[config.mk]
export PLATFORM = sky130hd
export DESIGN_NAME = sensor_height_sampler
export DESIGN_NICKNAME = d
export VERILOG_FILES = /design/src/rtl/sensor_height_sampler.sv
export SDC_FILE = /design/constraint.sdc
export NUM_CORES = 1
export LEC_CHECK = 0
export CAP_MARGIN = 15
export CORE_UTILIZATION = 60
export DETAILED_ROUTE_END_ITERATION = 16
export GPL_TIMING_DRIVEN = 0
export PLACE_DENSITY = 0.87
export SLEW_MARGIN = 20
export SYNTH_ARGS = -nofsm -noshare
export SYNTH_HDL_FRONTEND = slang
export SYNTH_SLANG_ARGS = --single-unit
[constraint.sdc]
create_clock -name clk -period 4.7 [get_ports clk]
set_input_delay 0.47 -clock clk [delete_from_list [all_inputs] [get_ports clk]]
set_output_delay 0.47 -clock clk [all_outputs]
set_load 0.005 [all_outputs]
[src/rtl/sensor_height_sampler.sv]
`default_nettype none
// ============================================================================
// Module   : sensor_height_sampler
// Purpose  : Samples four 8-bit distance sensors and rejects sensor pairs
//            that read zero. It averages 2**NSAMP_LOG2 accepted samples and
//            emits one rounded 8-bit height per window.
// Ports    : clk, rst (async, active-high)
//            sample_valid / sample_ready  - upstream handshake
//            sensor1..sensor4             - unsigned sensor readings
//            height / height_valid        - registered result, held until
//            height_ready                   accepted by downstream
//            err_zero                     - 1-cycle pulse, sample discarded
// Revision : 1.0 - initial release
// ============================================================================
module sensor_height_sampler #(
    parameter int NSAMP_LOG2 = 2
) (
    input  logic       clk,
    input  logic       rst,
    input  logic       sample_valid,
    output logic       sample_ready,
    input  logic [7:0] sensor1,
    input  logic [7:0] sensor2,
    input  logic [7:0] sensor3,
    input  logic [7:0] sensor4,
    output logic [7:0] height,
    output logic       height_valid,
    input  logic       height_ready,
    output logic       err_zero
);

    localparam int c_AW = 8 + NSAMP_LOG2;
    // A zero-width counter is not legal, so keep at least one bit. With
    // NSAMP_LOG2 == 0 every good sample is the last one and cnt stays 0.
    localparam int c_CW = (NSAMP_LOG2 == 0) ? 1 : NSAMP_LOG2;
    localparam logic [c_CW-1:0] c_CNT_LAST = c_CW'((1 << NSAMP_LOG2) - 1);
    // Half an LSB of the divided result. This evaluates to 0 when no shift is applied.
    localparam logic [c_AW:0]   c_HALF     = (c_AW + 1)'((1 << NSAMP_LOG2) >> 1);

    typedef enum logic [1:0] {
        ST_ACC = 2'd0,
        ST_DIV = 2'd1,
        ST_OUT = 2'd2
    } state_t;

    state_t            r_state;
    state_t            w_state_nxt;
    logic [c_AW-1:0]   r_acc;
    logic [c_CW-1:0]   r_cnt;
    logic [7:0]        r_height;
    logic              r_hvalid;
    logic              r_ready;
    logic              r_err;

    logic              w_ok13;
    logic              w_ok24;
    logic [9:0]        w_sum13;
    logic [9:0]        w_sum24;
    logic [7:0]        w_avg4;
    logic [7:0]        w_avg13;
    logic [7:0]        w_avg24;
    logic [7:0]        w_v;
    logic              w_take;
    logic              w_discard;
    logic              w_good;
    logic              w_last;
    logic [c_AW:0]     w_round;
    logic [c_AW:0]     w_quot;
    logic [7:0]        w_height;

    // ------------------------------------------------------------------
    // Per-sample value. Sums are formed at 10 bits so that the rounding
    // constant cannot overflow before the shift.
    // ------------------------------------------------------------------
    assign w_ok13  = (sensor1 != 8'd0) && (sensor3 != 8'd0);
    assign w_ok24  = (sensor2 != 8'd0) && (sensor4 != 8'd0);
    assign w_sum13 = {2'b00, sensor1} + {2'b00, sensor3};
    assign w_sum24 = {2'b00, sensor2} + {2'b00, sensor4};
    assign w_avg4  = 8'((w_sum13 + w_sum24 + 10'd2) >> 2);
    assign w_avg13 = 8'((w_sum13 + 10'd1) >> 1);
    assign w_avg24 = 8'((w_sum24 + 10'd1) >> 1);

    always_comb begin
        w_v = 8'd0;
        case ({w_ok13, w_ok24})
            2'b11:   w_v = w_avg4;
            2'b01:   w_v = w_avg24;
            2'b10:   w_v = w_avg13;
            default: w_v = 8'd0;
        endcase
    end

    // r_ready is registered from next state, so it is high only in ACC.
    assign w_take    = sample_valid && r_ready;
    assign w_discard = w_take && !w_ok13 && !w_ok24;
    assign w_good    = w_take && !w_discard;
    assign w_last    = (r_cnt == c_CNT_LAST);

    // ------------------------------------------------------------------
    // Rounded division by the window size. The saturation clamp is kept
    // even though the average of 8-bit values cannot exceed 255.
    // ------------------------------------------------------------------
    assign w_round  = {1'b0, r_acc} + c_HALF;
    assign w_quot   = w_round >> NSAMP_LOG2;
    assign w_height = (|w_quot[c_AW:8]) ? 8'hFF : w_quot[7:0];

    // ------------------------------------------------------------------
    // State machine
    // ------------------------------------------------------------------
    always_ff @(posedge clk or posedge rst) begin
        if (rst) begin
            r_state <= ST_ACC;
        end else begin
            r_state <= w_state_nxt;
        end
    end

    always_comb begin
        w_state_nxt = r_state;
        case (r_state)
            ST_ACC:  if (w_good && w_last) w_state_nxt = ST_DIV;
            ST_DIV:  w_state_nxt = ST_OUT;
            ST_OUT:  if (height_ready) w_state_nxt = ST_ACC;
            default: w_state_nxt = ST_ACC;
        endcase
    end

    // ------------------------------------------------------------------
    // Datapath and registered outputs
    // ------------------------------------------------------------------
    always_ff @(posedge clk or posedge rst) begin
        if (rst) begin
            r_acc    <= '0;
            r_cnt    <= '0;
            r_height <= 8'd0;
            r_hvalid <= 1'b0;
            r_ready  <= 1'b0;
            r_err    <= 1'b0;
        end else begin
            r_ready <= (w_state_nxt == ST_ACC);
            r_err   <= w_discard;
            case (r_state)
                ST_ACC: begin
                    if (w_good) begin
                        r_acc <= r_acc + c_AW'(w_v);
                        r_cnt <= w_last ? '0 : r_cnt + c_CW'(1);
                    end
                end
                ST_DIV: begin
                    r_height <= w_height;
                    r_hvalid <= 1'b1;
                end
                ST_OUT: begin
                    if (height_ready) begin
                        r_hvalid <= 1'b0;
                        r_acc    <= '0;
                        r_cnt    <= '0;
                    end
                end
                default: ;
            endcase
        end
    end

    assign sample_ready = r_ready;
    assign height       = r_height;
    assign height_valid = r_hvalid;
    assign err_zero     = r_err;

endmodule
`default_nettype wire

# Yosys cells after proc, flatten, opt, wreduce, memory -nomap -nowiden
# Cells that the tools add are included.
# W data, S select, Z words.
dict set report classes {
  n_addsub 9
  n_eq_ne 8
  n_mux 14
  n_reduce_logical 20
}
# cell count
set ops {}
lappend ops {{$reduce_bool A8 Y1} 4}
lappend ops {{$pmux W8 S3} 1}
lappend ops {{$mux W10} 2}
lappend ops {{$pmux W10 S2} 1}
lappend ops {{$add A8 B8 Y9} 2}
lappend ops {{$add A9 B1 Y9 const B} 2}
lappend ops {{$add A10 B2 Y11 const B} 1}
lappend ops {{$add A10 B2 Y10 const B} 1}
lappend ops {{$add A10 B8 Y10} 1}
lappend ops {{$add A9 B9 Y10} 1}
lappend ops {{$mux W2} 5}
lappend ops {{$eq A2 B2 Y1 const B} 4}
lappend ops {{$mux W8} 1}
lappend ops {{$logic_and A1 B1 Y1} 7}
lappend ops {{$pmux W2 S3} 1}
lappend ops {{$eq A2 B1 Y1 const B} 2}
lappend ops {{$logic_not A2 Y1} 2}
lappend ops {{$ne A2 B2 Y1 const B} 2}
lappend ops {{$pmux W2 S2} 1}
lappend ops {{$reduce_bool A2 Y1} 2}
lappend ops {{$logic_not A1 Y1} 3}
lappend ops {{$reduce_and A3 Y1} 1}
lappend ops {{$add A2 B1 Y2 const B} 1}
lappend ops {{$pmux W1 S2} 1}
lappend ops {{2 further kinds} 2}
dict set report word_totals {
  reg_bits 25
  in_bits 36
  output_inout_bits 11
}

# Logic depth before layout (Yosys ltp)
dict set report depth {
  ltp_word 11
  depth_mapped 22
  depth_no_buf 22
}

# Worst setup path before layout
# No wires, ideal clock.
dict set report synth_path {
  kind {input port to flip-flop}
  startpoint {in sensor1[0]}
  endpoint {reg r_acc[8]}
  setup_ns 0.084
  arrival_time_ns 4.184
  t_required_ns 4.616
  path_slack_ns 0.432
  cell_stages 18
  path_buffers 0
  path_cell_list {ha_1 fa_1 a21o_1 a21oi_1 xnor2_1 ha_1 ha_1 o21ai_0 a21boi_0 o21a_1 o41ai_1 xor2_1 o311ai_1 ha_1 o21a_1 o21ai_0 or3_1 a21boi_0}
}
dict set report synth_via {
  elab_chain_len 9
}
# item line
set synth_lines {}
lappend synth_lines {{start, declared} 22} ;# input logic [7:0] sensor1,
lappend synth_lines {{parallel branches: the longest is 9 deep, another holds $add A9 B9 Y10} --}
lappend synth_lines {{end signal, assigned} 145} ;# r_acc <= r_acc + c_AW'(w_v);
lappend synth_lines {{end, declared} 48} ;# logic [c_AW-1:0] r_acc;
# Several ways; the timed one is not identified. The select of a mux whose other input is x is not followed.
# A chain may end at the register's enable or synchronous reset.

# Worst setup path after layout
dict set report layout_path {
  startpoint {in sensor2[0]}
  endpoint {reg r_acc[8]}
}
dict set report layout_via {
  elab_chain_len 8
}
# item line
set layout_lines {}
lappend layout_lines {{start, declared} 23} ;# input logic [7:0] sensor2,
lappend layout_lines {{parallel branches: the longest is 8 deep, another holds $add A9 B9 Y10} --}
# Several ways; the timed one is not identified. The select of a mux whose other input is x is not followed.

==> impl_metrics.py <==
metrics = {
    "route": {
        "drcViolationCount": 0,
        "viasPerCell": 6.109,
        "ant_nets": 0,
        "drtPass1Iterations": 4,
        "dr_total_vias": 3030,
        "wirelength_um": 8021,
        "initialDrtViolationCount": 214,
        "wl_per_cell_um": 16.17,
    },
    "floorplanning": {
        "num_rows": 25,
        "die_area_sq_um": 5468,
        "core-area_sq_um": 4848,
        "io_pins": 47,
        "start_util_pct": 64.05,
        "die_h_um": 73.95,
        "die_w_um": 73.95,
    },
    "placed_design": {
        "port_buffers": 46,
        "gp_congestion": 0.8955,
        "placed_area_sq_um": 3650,
        "hpwl_um": 6043,
        "pre_cts_ws_ns": -0.4722,
    },
    "timing": {
        "fin_skew_ns": 0.002546,
        "worstMarginPinSlew_ns": 1.004,
        "final-setup-viol-count": 0,
        "rsz0062_at_grt": "yes",
        "finalMaxSlewViolations": 0,
        "tns_ns": 0,
        "final.min_clock_period_ns": 4.594,
        "slew-limit-headroom_pct": 31.33,
        "timing.fmax_ghz": 0.2177,
        "final.setup.worst_slack_ns": 0.1060,
        "final_hold_viol_count": 0,
        "timing.hold.ws_ns": 0.4808,
        "finalCritPeriodShare_pct": 97.74,
    },
    "synthesis": {
        "syn_inst": 373,
        "synth_top_family_by_area": "compound AO/OA/AOI/OAI gates",
        "syn_nets": 458,
        "yosysSeqAreaShare_pct": 20.15,
        "synth-seq-cells": 25,
        "synth.avg_cell_area_sq_um": 8.326,
        "async_reset_ff_share_pct": 100.0,
        "synthMuxAreaShare_pct": 2.337,
        "post-synth-top-area-fraction_pct": 20.15,
        "synth_flop_cell": "dfrtp_1",
        "synth_edf_count": 0,
        "yosysUniqueCellTypes": 60,
        "synth.area.top_cells": "dfrtp_1, ha_1, nand2_1, xnor2_1, o21ai_0",
        "synth_xor_xnor_area_share_pct": 7.333,
        "synth_top_cell_by_area": "dfrtp_1",
        "synth_warnings": 0,
        "synth-simple-area-share_pct": 20.95,
        "synth_compound_area_share_pct": 24.86,
        "synth_area_sq_um": 3105,
        "synthAdderAreaFrac_pct": 20.71,
    },
    "critical_path": {
        "critical_path_class": "input pin to register",
        "crit_path_end_kind": "register",
        "cp_max_fo": 4,
        "worstPathArrival_ns": 4.79,
        "crit_top_cell": "o21a_1",
        "critical-path-slowest-cell": "clkdlybuf4s50_1",
        "crit_required_ns": 4.90,
        "critical_path.startpoint_type": "input pin",
        "cp_slowest_stage_delay_ns": 0.50,
        "worstPathCellList": "clkdlybuf4s50_1 -> ha_2 -> inv_1 -> fa_2 -> nor2b_2 -> buf_4 -> buf_4 -> o31a_1 -> o21a_1 -> nor2_2 -> ha_1 -> ha_4 -> o21a_1 -> o41ai_2 -> xor2_1 -> o311ai_2 -> ha_1 -> o21a_1 -> o21ai_0 -> or3_1 -> a21boi_1",
    },
    "cts": {
        "clock_sinks": 25,
        "cts_tree": "done",
        "clock_latency_ns": 0.27,
        "path_clk_slew_ns": 0.08,
        "htreeDepth": 1,
        "cts_root_buf": "clkbuf_8",
        "cts_hold_buf": 0,
        "cts.path.max_buffers": 2,
        "cts_buffers": 3,
    },
    "layout": {
        "stdcell_area_sq_um": 3913,
        "mostFrequentLayoutCells": "clkdlybuf4s50_1, nand2_1, ha_1, nor2_1, dfrtp_1",
        "layout_commonest_cell": "clkdlybuf4s50_1",
        "diodes": 0,
        "drive_gt1_share_pct": 12.59,
        "fin_nets": 515,
        "area_delta_synth_final_pct": 25.99,
    },
    "grt": {
        "track_usage_pct": 29.46,
        "grt_pass1_vias": 2910,
        "overflow": 0,
        "grt_pass1_wl_um": 12560,
        "grt_antenna_before_repair": 0,
        "grt_max_degree": 26,
    },
    "flow_run": {
        "drv_cap": 0,
    },
    "power": {
        "power_leakage_nw": 1.709,
        "post-layout-total-power_mw": 1.997,
        "powerDensity_nw_per_um2": 510.3,
        "max-vdd-ir-drop_v": 0.0004341,
    },
    "worst_hold_path": {
        "min_path_type": "register to register",
    },
    "status": {
        "status": "finished clean",
    },
}
-- stage by stage --
step	util, %	cells
floorplan	-	373
global placement	75.28	486
detailed placement	75.28	486
CTS	79.23	495
global route	80.70	496
finish	80.70	496
-- routing by layer --
metal | up-vias | wire length, um | share of wire (%) | global-route usage, %
met3 | 10 | 432 | 5.4 | 4.607
met4 | 0 | 73 | 0.91 | 6.197
met2 | 86 | 3944 | 49 | 52.53
li1 | 1490 | - | - | -
met1 | 1444 | 3571 | 45 | 37.62
met5 | - | 0 | 0 | 0
-- area by class of cell --
cell class,instances,area (sq um)
Timing Repair Buffer,52,503.0
Clock buffer,4,45.04
Buffer,8,41.29
Sequential cell,25,625.6
Multi-Input combinational cell,320,2539
Inverter,20,75.07
Fill cell,310,935.9
Tap cell,67,83.83
-- power breakdown --
group          internal, mW  switching [mW]  leakage, nW
registers             0.316          0.0929        0.304
logic                 0.714           0.749         1.38
clock network        0.0606          0.0646       0.0228
-- Yosys cell counts (2+ instances only) --
cell,number
o22ai_1,4
o31ai_1,2
fa_1,4
o21bai_1,3
a21oi_1,21
nor2b_1,6
a22oi_1,2
clkbuf_1,3
inv_1,19
nor4_1,9
nor3_1,6
nor2_1,31
or2_2,2
a211oi_1,6
a211o_1,3
and4_1,3
ha_1,45
mux2_2,2
xor2_1,12
nand2_1,42
dfrtp_1,25
mux2i_1,5
o21a_1,12
nand3_1,6
a21o_1,10
a31oi_1,2
o41ai_1,2
or4b_1,2
o21ai_0,24
a21boi_0,2
nand2b_1,7
a32o_1,2
o311ai_1,2
and2_1,4
xnor2_1,14
nand4_1,2
buf_2,4
-- logic make-up (layout without fill, tap and decap cells) --
kind of cell | after synthesis | in the layout
AO/OA/AOI/OAI | 110 | 110
XOR/XNOR | 26 | 26
adder cells (fa/ha/maj) | 49 | 49
buffers and inverters | 28 | 84
flip-flops | 25 | 25
multiplexers | 7 | 7
AND/OR/NAND/NOR | 128 | 128
-- critical path: cells and delay by family --
kind | cells | cell delay, ns
and+or+nand+nor | 3 | 0.59
adders and majority gates | 5 | 1.52
xor gates and xnor gates | 1 | 0.21
buffers and inverters | 4 | 0.76
AOI/OAI and AO/OA | 8 | 1.25
-- registers in the layout, summed over array words and instances, names as in the netlist --
name / flops
sample_ready: 1
r_acc: 10
r_state: 2
height_valid: 1
err_zero: 1
height: 8
r_cnt: 2
-- what timing repair did --
| item | CTS | global route |
|---|---|---|
| gates resized for setup | 22 | 15 |
| setup endpoints to repair | 4 | 4 |
| pin swaps | 12 | 8 |
| setup buffers | 5 | 1 |
-- path summary, 6_finish.rpt --
path	depth (start not counted)	start	endpoint	slack, ns
max	21	sensor2[0]	r_acc[8]	0.11
min	2	height[6]	height[6]	0.48
max reg2reg	6	sample_ready	r_acc[9]	2.35
min reg2reg	2	height[6]	height[6]	0.48
max in group asynchronous	2	rst	height[5]	3.41
min in group asynchronous	2	rst	r_cnt[1]	0.72
Power figures use the tool's default switching activity.
